### src/rtl/iob_map_reader_pkg.sv
// Shared defaults, FSM encoding and read-latency constant for the feature-map read engine.
package iob_map_reader_pkg;

    localparam int unsigned ADDR_W_DEF     = 13;
    localparam int unsigned LANES_DEF      = 8;
    localparam int unsigned DW_DEF         = 8;
    localparam int unsigned FIFO_DEPTH_DEF = 4;
    localparam int unsigned RD_LAT         = 1;

    typedef enum logic [1:0] {
        StIdle  = 2'd0,
        StIssue = 2'd1,
        StDrain = 2'd2,
        StFin   = 2'd3
    } state_e;

endpackage

### src/rtl/iob_rd_fifo.sv
// Small synchronous FIFO with occupancy count; head word is driven straight from the storage array.
module iob_rd_fifo #(
    parameter int unsigned WIDTH = 64,
    parameter int unsigned DEPTH = 4,
    parameter int unsigned CNT_W = $clog2(DEPTH) + 1
) (
    input  logic             i_clk,
    input  logic             i_rst,
    input  logic             i_push,
    input  logic [WIDTH-1:0] i_data,
    input  logic             i_pop,
    output logic [WIDTH-1:0] o_data,
    output logic             o_empty,
    output logic [CNT_W-1:0] o_count
);

    localparam int unsigned PTR_W = $clog2(DEPTH);

    logic [WIDTH-1:0] r_mem [DEPTH];
    logic [PTR_W-1:0] r_wr_ptr;
    logic [PTR_W-1:0] r_rd_ptr;
    logic [CNT_W-1:0] r_count;
    logic             w_pop;

    assign o_empty = (r_count == '0);
    assign o_count = r_count;
    assign w_pop   = i_pop && !o_empty;
    // Gate the head so an empty FIFO (including right after reset) presents zeros.
    assign o_data  = o_empty ? '0 : r_mem[r_rd_ptr];

    always_ff @(posedge i_clk) begin
        if (i_push) begin
            r_mem[r_wr_ptr] <= i_data;
        end
    end

    always_ff @(posedge i_clk or posedge i_rst) begin
        if (i_rst) begin
            r_wr_ptr <= '0;
            r_rd_ptr <= '0;
            r_count  <= '0;
        end else begin
            if (i_push) begin
                r_wr_ptr <= r_wr_ptr + PTR_W'(1);
            end
            if (w_pop) begin
                r_rd_ptr <= r_rd_ptr + PTR_W'(1);
            end
            unique case ({i_push, w_pop})
                2'b10:   r_count <= r_count + CNT_W'(1);
                2'b01:   r_count <= r_count - CNT_W'(1);
                default: r_count <= r_count;
            endcase
        end
    end

endmodule

### src/rtl/iob_map_reader.sv
// Read-side engine of the ping-pong feature-map buffer: issues a linear read burst and streams
// the returned words to Input_Regfile through a credit-protected output FIFO.
module iob_map_reader
    import iob_map_reader_pkg::*;
#(
    parameter int unsigned ADDR_W     = ADDR_W_DEF,
    parameter int unsigned LANES      = LANES_DEF,
    parameter int unsigned DW         = DW_DEF,
    parameter int unsigned FIFO_DEPTH = FIFO_DEPTH_DEF
) (
    input  logic                  clk_cal,
    input  logic                  rst_cal,
    input  logic                  start,
    input  logic [ADDR_W-1:0]     base_addr,
    input  logic [ADDR_W-1:0]     burst_len,
    output logic                  busy,
    output logic                  done,
    output logic [ADDR_W-1:0]     rd_addr,
    output logic                  Mem_Data_Ivld,
    input  logic                  IOB_Data_O_vld,
    input  logic [LANES*DW-1:0]   IOB_Data_O,
    output logic [LANES*DW-1:0]   out_data,
    output logic                  out_vld,
    input  logic                  out_rdy
);

    localparam int unsigned DATA_W = LANES * DW;
    localparam int unsigned CNT_W  = $clog2(FIFO_DEPTH) + 1;
    localparam int unsigned SUM_W  = CNT_W + 2;

    state_e              r_state;
    state_e              w_state_d;
    logic                r_mem_vld;
    logic [RD_LAT-1:0]   r_lat;
    logic [ADDR_W-1:0]   r_rd_addr;
    logic [ADDR_W-1:0]   r_next_addr;
    logic [ADDR_W-1:0]   r_remaining;
    logic [ADDR_W-1:0]   r_pop_left;
    logic [ADDR_W-1:0]   w_issue_addr;
    logic [CNT_W-1:0]    w_count;
    logic [SUM_W-1:0]    w_used;
    logic                w_issue;
    logic                w_push;
    logic                w_pop;
    logic                w_empty;
    logic                w_credit;

    assign rd_addr       = r_rd_addr;
    assign Mem_Data_Ivld = r_mem_vld;
    assign out_vld       = !w_empty;
    assign w_pop         = out_vld && out_rdy;
    // Only returns that line up with an earlier strobe are accepted.
    assign w_push        = IOB_Data_O_vld && r_lat[RD_LAT-1];
    assign w_issue_addr  = (r_state == StIdle) ? base_addr : r_next_addr;

    // Words held plus every read already committed (strobe register and return pipeline).
    assign w_used   = SUM_W'(w_count) + SUM_W'(r_mem_vld) + SUM_W'($countones(r_lat));
    assign w_credit = (w_used < SUM_W'(FIFO_DEPTH));

    always_ff @(posedge clk_cal or posedge rst_cal) begin
        if (rst_cal) begin
            r_state <= StIdle;
        end else begin
            r_state <= w_state_d;
        end
    end

    always_comb begin
        w_state_d = r_state;
        w_issue   = 1'b0;
        unique case (r_state)
            StIdle: begin
                if (start) begin
                    if (burst_len != '0) begin
                        w_issue   = 1'b1;
                        w_state_d = (burst_len == ADDR_W'(1)) ? StDrain : StIssue;
                    end else begin
                        // Empty burst passes one busy cycle in DRAIN before the done pulse.
                        w_state_d = StDrain;
                    end
                end
            end
            StIssue: begin
                if (w_credit) begin
                    w_issue = 1'b1;
                    if (r_remaining == ADDR_W'(1)) begin
                        w_state_d = StFin == StFin ? StDrain : StDrain;
                    end
                end
            end
            StDrain: begin
                // The last pop implies FIFO empty and nothing in flight.
                if ((r_pop_left == '0) || (w_pop && (r_pop_left == ADDR_W'(1)))) begin
                    w_state_d = StFin;
                end
            end
            StFin: begin
                w_state_d = StIdle;
            end
            default: begin
                w_state_d = StIdle;
            end
        endcase
    end

    always_comb begin
        busy = 1'b0;
        done = 1'b0;
        unique case (r_state)
            StIssue, StDrain: busy = 1'b1;
            StFin:            done = 1'b1;
            default:          ;
        endcase
    end

    always_ff @(posedge clk_cal or posedge rst_cal) begin
        if (rst_cal) begin
            r_mem_vld   <= 1'b0;
            r_lat       <= '0;
            r_rd_addr   <= '0;
            r_next_addr <= '0;
            r_remaining <= '0;
            r_pop_left  <= '0;
        end else begin
            r_mem_vld <= w_issue;
            r_lat     <= RD_LAT'({r_lat, r_mem_vld});
            if (w_issue) begin
                r_rd_addr   <= w_issue_addr;
                r_next_addr <= w_issue_addr + ADDR_W'(1);
            end
            if (r_state == StIdle) begin
                if (start) begin
                    r_remaining <= burst_len - ADDR_W'(1);
                    r_pop_left  <= burst_len;
                end
            end else begin
                if (w_issue) begin
                    r_remaining <= r_remaining - ADDR_W'(1);
                end
                if (w_pop) begin
                    r_pop_left <= r_pop_left - ADDR_W'(1);
                end
            end
        end
    end

    iob_rd_fifo #(
        .WIDTH (DATA_W),
        .DEPTH (FIFO_DEPTH),
        .CNT_W (CNT_W)
    ) u_fifo (
        .i_clk   (clk_cal),
        .i_rst   (rst_cal),
        .i_push  (w_push),
        .i_data  (IOB_Data_O),
        .i_pop   (w_pop),
        .o_data  (out_data),
        .o_empty (w_empty),
        .o_count (w_count)
    );

    ap_no_stray_return: assert property (@(posedge clk_cal) disable iff (rst_cal)
        IOB_Data_O_vld |-> r_lat[RD_LAT-1]);

    ap_no_overflow: assert property (@(posedge clk_cal) disable iff (rst_cal)
        !(w_push && !w_pop && (w_count == CNT_W'(FIFO_DEPTH))));

endmodule
### config.mk
export PLATFORM = sky130hd
export DESIGN_NAME = iob_map_reader
export DESIGN_NICKNAME = d
export VERILOG_FILES = /design/src/rtl/iob_map_reader_pkg.sv /design/src/rtl/iob_rd_fifo.sv /design/src/rtl/iob_map_reader.sv
export SDC_FILE = /design/constraint.sdc
export NUM_CORES = 1
export LEC_CHECK = 0
export ABC_AREA = 1
export CORE_MARGIN = 2
export CORE_UTILIZATION = 52
export CTS_BUF_LIST = sky130_fd_sc_hd__clkbuf_4
export CTS_CLUSTER_SIZE = 25
export DETAILED_ROUTE_END_ITERATION = 10
export HOLD_SLACK_MARGIN = 0.05
export PLACE_DENSITY = 0.78
export SYNTH_ARGS = -nofsm -noshare
export SYNTH_HDL_FRONTEND = slang
export SYNTH_SLANG_ARGS = --single-unit
### constraint.sdc
create_clock -name clk_cal -period 3.5 [get_ports clk_cal]
set_input_delay 0.7 -clock clk_cal [delete_from_list [all_inputs] [get_ports clk_cal]]
set_output_delay 0.7 -clock clk_cal [all_outputs]
set_load 0.02 [all_outputs]
==> flow_metrics.tcl <==
set metrics [dict create \
    worstReg2RegEnd "rd_addr[10]" \
    fp.dieArea_um2 28680 \
    crit_slowest_cell "clkdlybuf4s50_1" \
    htree_levels 3 \
    pin_count 176 \
    cts.path.max_buffers 3 \
    ant_nets 0 \
    ff2ff_setup_slack_ns 1.00 \
    clk_pin_slew_ns 0.07 \
    synthCells 1375 \
    cp_top_family "buffers and inverters" \
    netlist_area_um2 14220 \
    max_freq_mhz 299.8 \
    drv_cap 0 \
    critPathRequiredTime_ns 2.80 \
    die_x_um 169.3 \
    crit_path_cell_trace "inv_6 > buf_12 > o21ai_0 > a21oi_1 > clkdlybuf4s50_1" \
    grt_max_degree 66 \
    antenna_found_initial 3 \
    crit_type "register to primary output" \
    outcome "complete, no violations" \
    clkLatencyLatePin_ns 0.67 \
    cts_tree "built" \
    path_buf_inv 3 \
    dr.pass1.iters 5 \
    synth-main-ff-cell "edfxtp_1" \
    fill_cells 2106 \
    tightestPinTransition_ns 0.7436 \
    min_period_ns 3.335 \
    p_per_area_nw_per_um2 901.6 \
    swShare 0.4056 \
    via_per_inst 5.437 \
    critPathLaunchType "register" \
    cts_hold_buf 0 \
    final_cell_mix "320 x nor2_1, 256 x edfxtp_1, 198 x nand2_1, 171 x clkdlybuf4s50_1, 159 x o21ai_0" \
    synth.largest_area_cell "edfxtp_1" \
    avgRoutedWirePerCell_um 16.73 \
    cts.sinks 319 \
    internal_power_uw 9382 \
    cts_root_buffer "clkbuf_4" \
    power_leakage_uw 0.006688 \
    seq_area_um2 9269 \
    syn_nets 1491 \
    die_y_um 169.3 \
    tns_ns 0 \
    reg2reg_depth 10 \
    drtIter0Drc 936 \
    drive_gt1_frac 0.1156 \
    synth-edff-count 256 \
    cts_buffers 82 \
    grt_usage 0.2336 \
    multi_input_area_um2 4357 \
    syn_avg_cell_area_um2 10.34 \
    pwr-share-clk 0.205 \
    area_growth_pct 23.16 \
    grt_remaining_overflow 0 \
    core-area_um2 26880 \
    final_common_cell "nor2_1" \
    grt_pass1_wl_um 53060 \
    portBuffers 175 \
    ir_worst_vdd_uv 520.2 \
    dp_hpwl_um 20380 \
    synthArstFlopShare 0.1975 \
    seq_power_share 0.326 \
    final_net_count 1710 \
    finalHoldViolCount 0 \
    start_util 0.5290 \
    synth_top_area_frac 0.5407 \
    hold_ws_ns 0.3581 \
    ys_ff_latch 319 \
    grt_setup_unrepaired "no" \
    num_rows 60 \
    skew_ns 0.05058 \
    endpoint_kind "primary output" \
    worstPathArrival_ns 2.64 \
    wl_um 33370 \
    drc 0 \
    final-max-slew-violation-count 0 \
    hold_path.class "input pin to async pin" \
    synthTopCellsByArea "edfxtp_1 54%, dfrtp_1 11%, nor2_1 8.6%" \
    vias 10850 \
    r2r-start "r_state[0]" \
    setup_viol 0 \
    slew_headroom 0.5043 \
    grt_pass1_vias 10480 \
    ys_seq_area_frac 0.6516 \
    synth_cell_types 42 \
    pwr-share-comb 0.469 \
    path_max_fanout 40 \
    period_share 0.9529 \
    switchingPower_uw 6403 \
    ys_warn_count 0 \
    place.gp.congestion 0.8690 \
    cpPeakStageDelay_ns 0.67 \
]
[metal layers]
| metal | part of all wire | track usage | up-vias |
|---|---|---|---|
| li1 | - | - | 5165 |
| met2 | 0.48 | 0.3792 | 457 |
| met5 | 0.00039 | 0 | - |
| met4 | 0.022 | 0.08993 | 2 |
| met3 | 0.077 | 0.04734 | 63 |
| met1 | 0.42 | 0.3128 | 5159 |
[through the flow]
| stage | cell area [µm²] | setup slack (ns) | util | total power, µW | instances |
|---|---|---|---|---|---|
| final | 17510 | 0.1650 | 0.6514 | 15790 | 1995 |
| after detailed placement | 16370 | 0.5760 | 0.6090 | 12510 | 1848 |
| after global routing | 17510 | 0.004079 | 0.6514 | 16870 | 1994 |
| after floorplan | 14220 | -0.5388 | - | 9885 | 1375 |
| after global placement | 16370 | 0.5740 | 0.6090 | 12360 | 1848 |
| after CTS | 17490 | 0.02702 | 0.6509 | 15900 | 1993 |
[registers in the layout, summed over array words and instances (netlist names), 2 cells and up]
name             count
u_fifo.r_mem       256
r_next_addr         13
r_pop_left          13
r_remaining         13
rd_addr             13
u_fifo.o_count       3
r_state              2
u_fifo.r_rd_ptr      2
u_fifo.r_wr_ptr      2
[how the worst max path moves through the flow]
| stage | endpoint | from | slack (ns) | cells past startpoint |
|---|---|---|---|---|
| 2_1_floorplan | u_fifo.r_mem[0][0] | IOB_Data_O_vld | -0.54 | 2 |
| 3_3_place_gp | out_data[56] | u_fifo.r_rd_ptr[0] | 0.57 | 5 |
| 3_5_place_dp | out_data[56] | u_fifo.r_rd_ptr[0] | 0.58 | 5 |
| 4_1_cts | out_data[56] | u_fifo.r_rd_ptr[0] | 0.03 | 5 |
| 5_1_grt | out_data[54] | u_fifo.r_rd_ptr[0] | 0.004 | 6 |
| 6_report | out_data[61] | u_fifo.r_rd_ptr[0] | 0.16 | 5 |
[power groups by stage]
stage | Combinational (µW) | Sequential [µW] | Clock, µW
final | 7410 | 5150 | 3230
after global routing | 8150 | 5220 | 3500
after CTS | 7460 | 5130 | 3310
after detailed placement | 7310 | 5210 | 0
after global placement | 7170 | 5190 | 0
after floorplan | 4660 | 5230 | 0
[area by class of cell]
class,instances,share of cell area
Sequential cell,319,0.5294
Multi-Input combinational cell,919,0.2488
Timing Repair Buffer,199,0.1198
Clock buffer,100,0.04288
Tap cell,341,0.02437
Clock inverter,42,0.01772
Inverter,73,0.01665
Antenna cell,2,0.0002859
[Yosys cell counts, types with 4 or more instances]
library cell  count
a21oi_1          77
buf_1            12
buf_2            22
buf_6             5
clkbuf_1         22
dfrtp_1          63
edfxtp_1        256
ha_1             20
inv_1            65
inv_2             6
nand2_1         198
nand2_2          13
nand3_1          55
nand3b_1          4
nand4_1           6
nor2_1          324
nor2_2            6
o211ai_1          6
o21ai_0         159
o21ai_1           8
o21ai_2          10
xor2_1           12
[kinds of logic (layout without fill, tap and decap cells)]
group,Yosys count,after routing,synth area share
xor gates and xnor gates,14,14,0.008625
and+or+nand+nor,617,617,0.1773
AOI/OAI and AO/OA,267,267,0.09946
other,0,2,0
buffers and inverters,137,414,0.04401
adders and majority gates,21,21,0.01901
DFF,319,319,0.6516
[timing repair]
item / 4_1_cts / 5_1_grt
endpoints found under the setup margin: 61 / 46
buffers inserted: 2 / 0
gates cloned: 1 / 0
resized for setup: 4 / 8
Power figures use the tool's default switching activity.
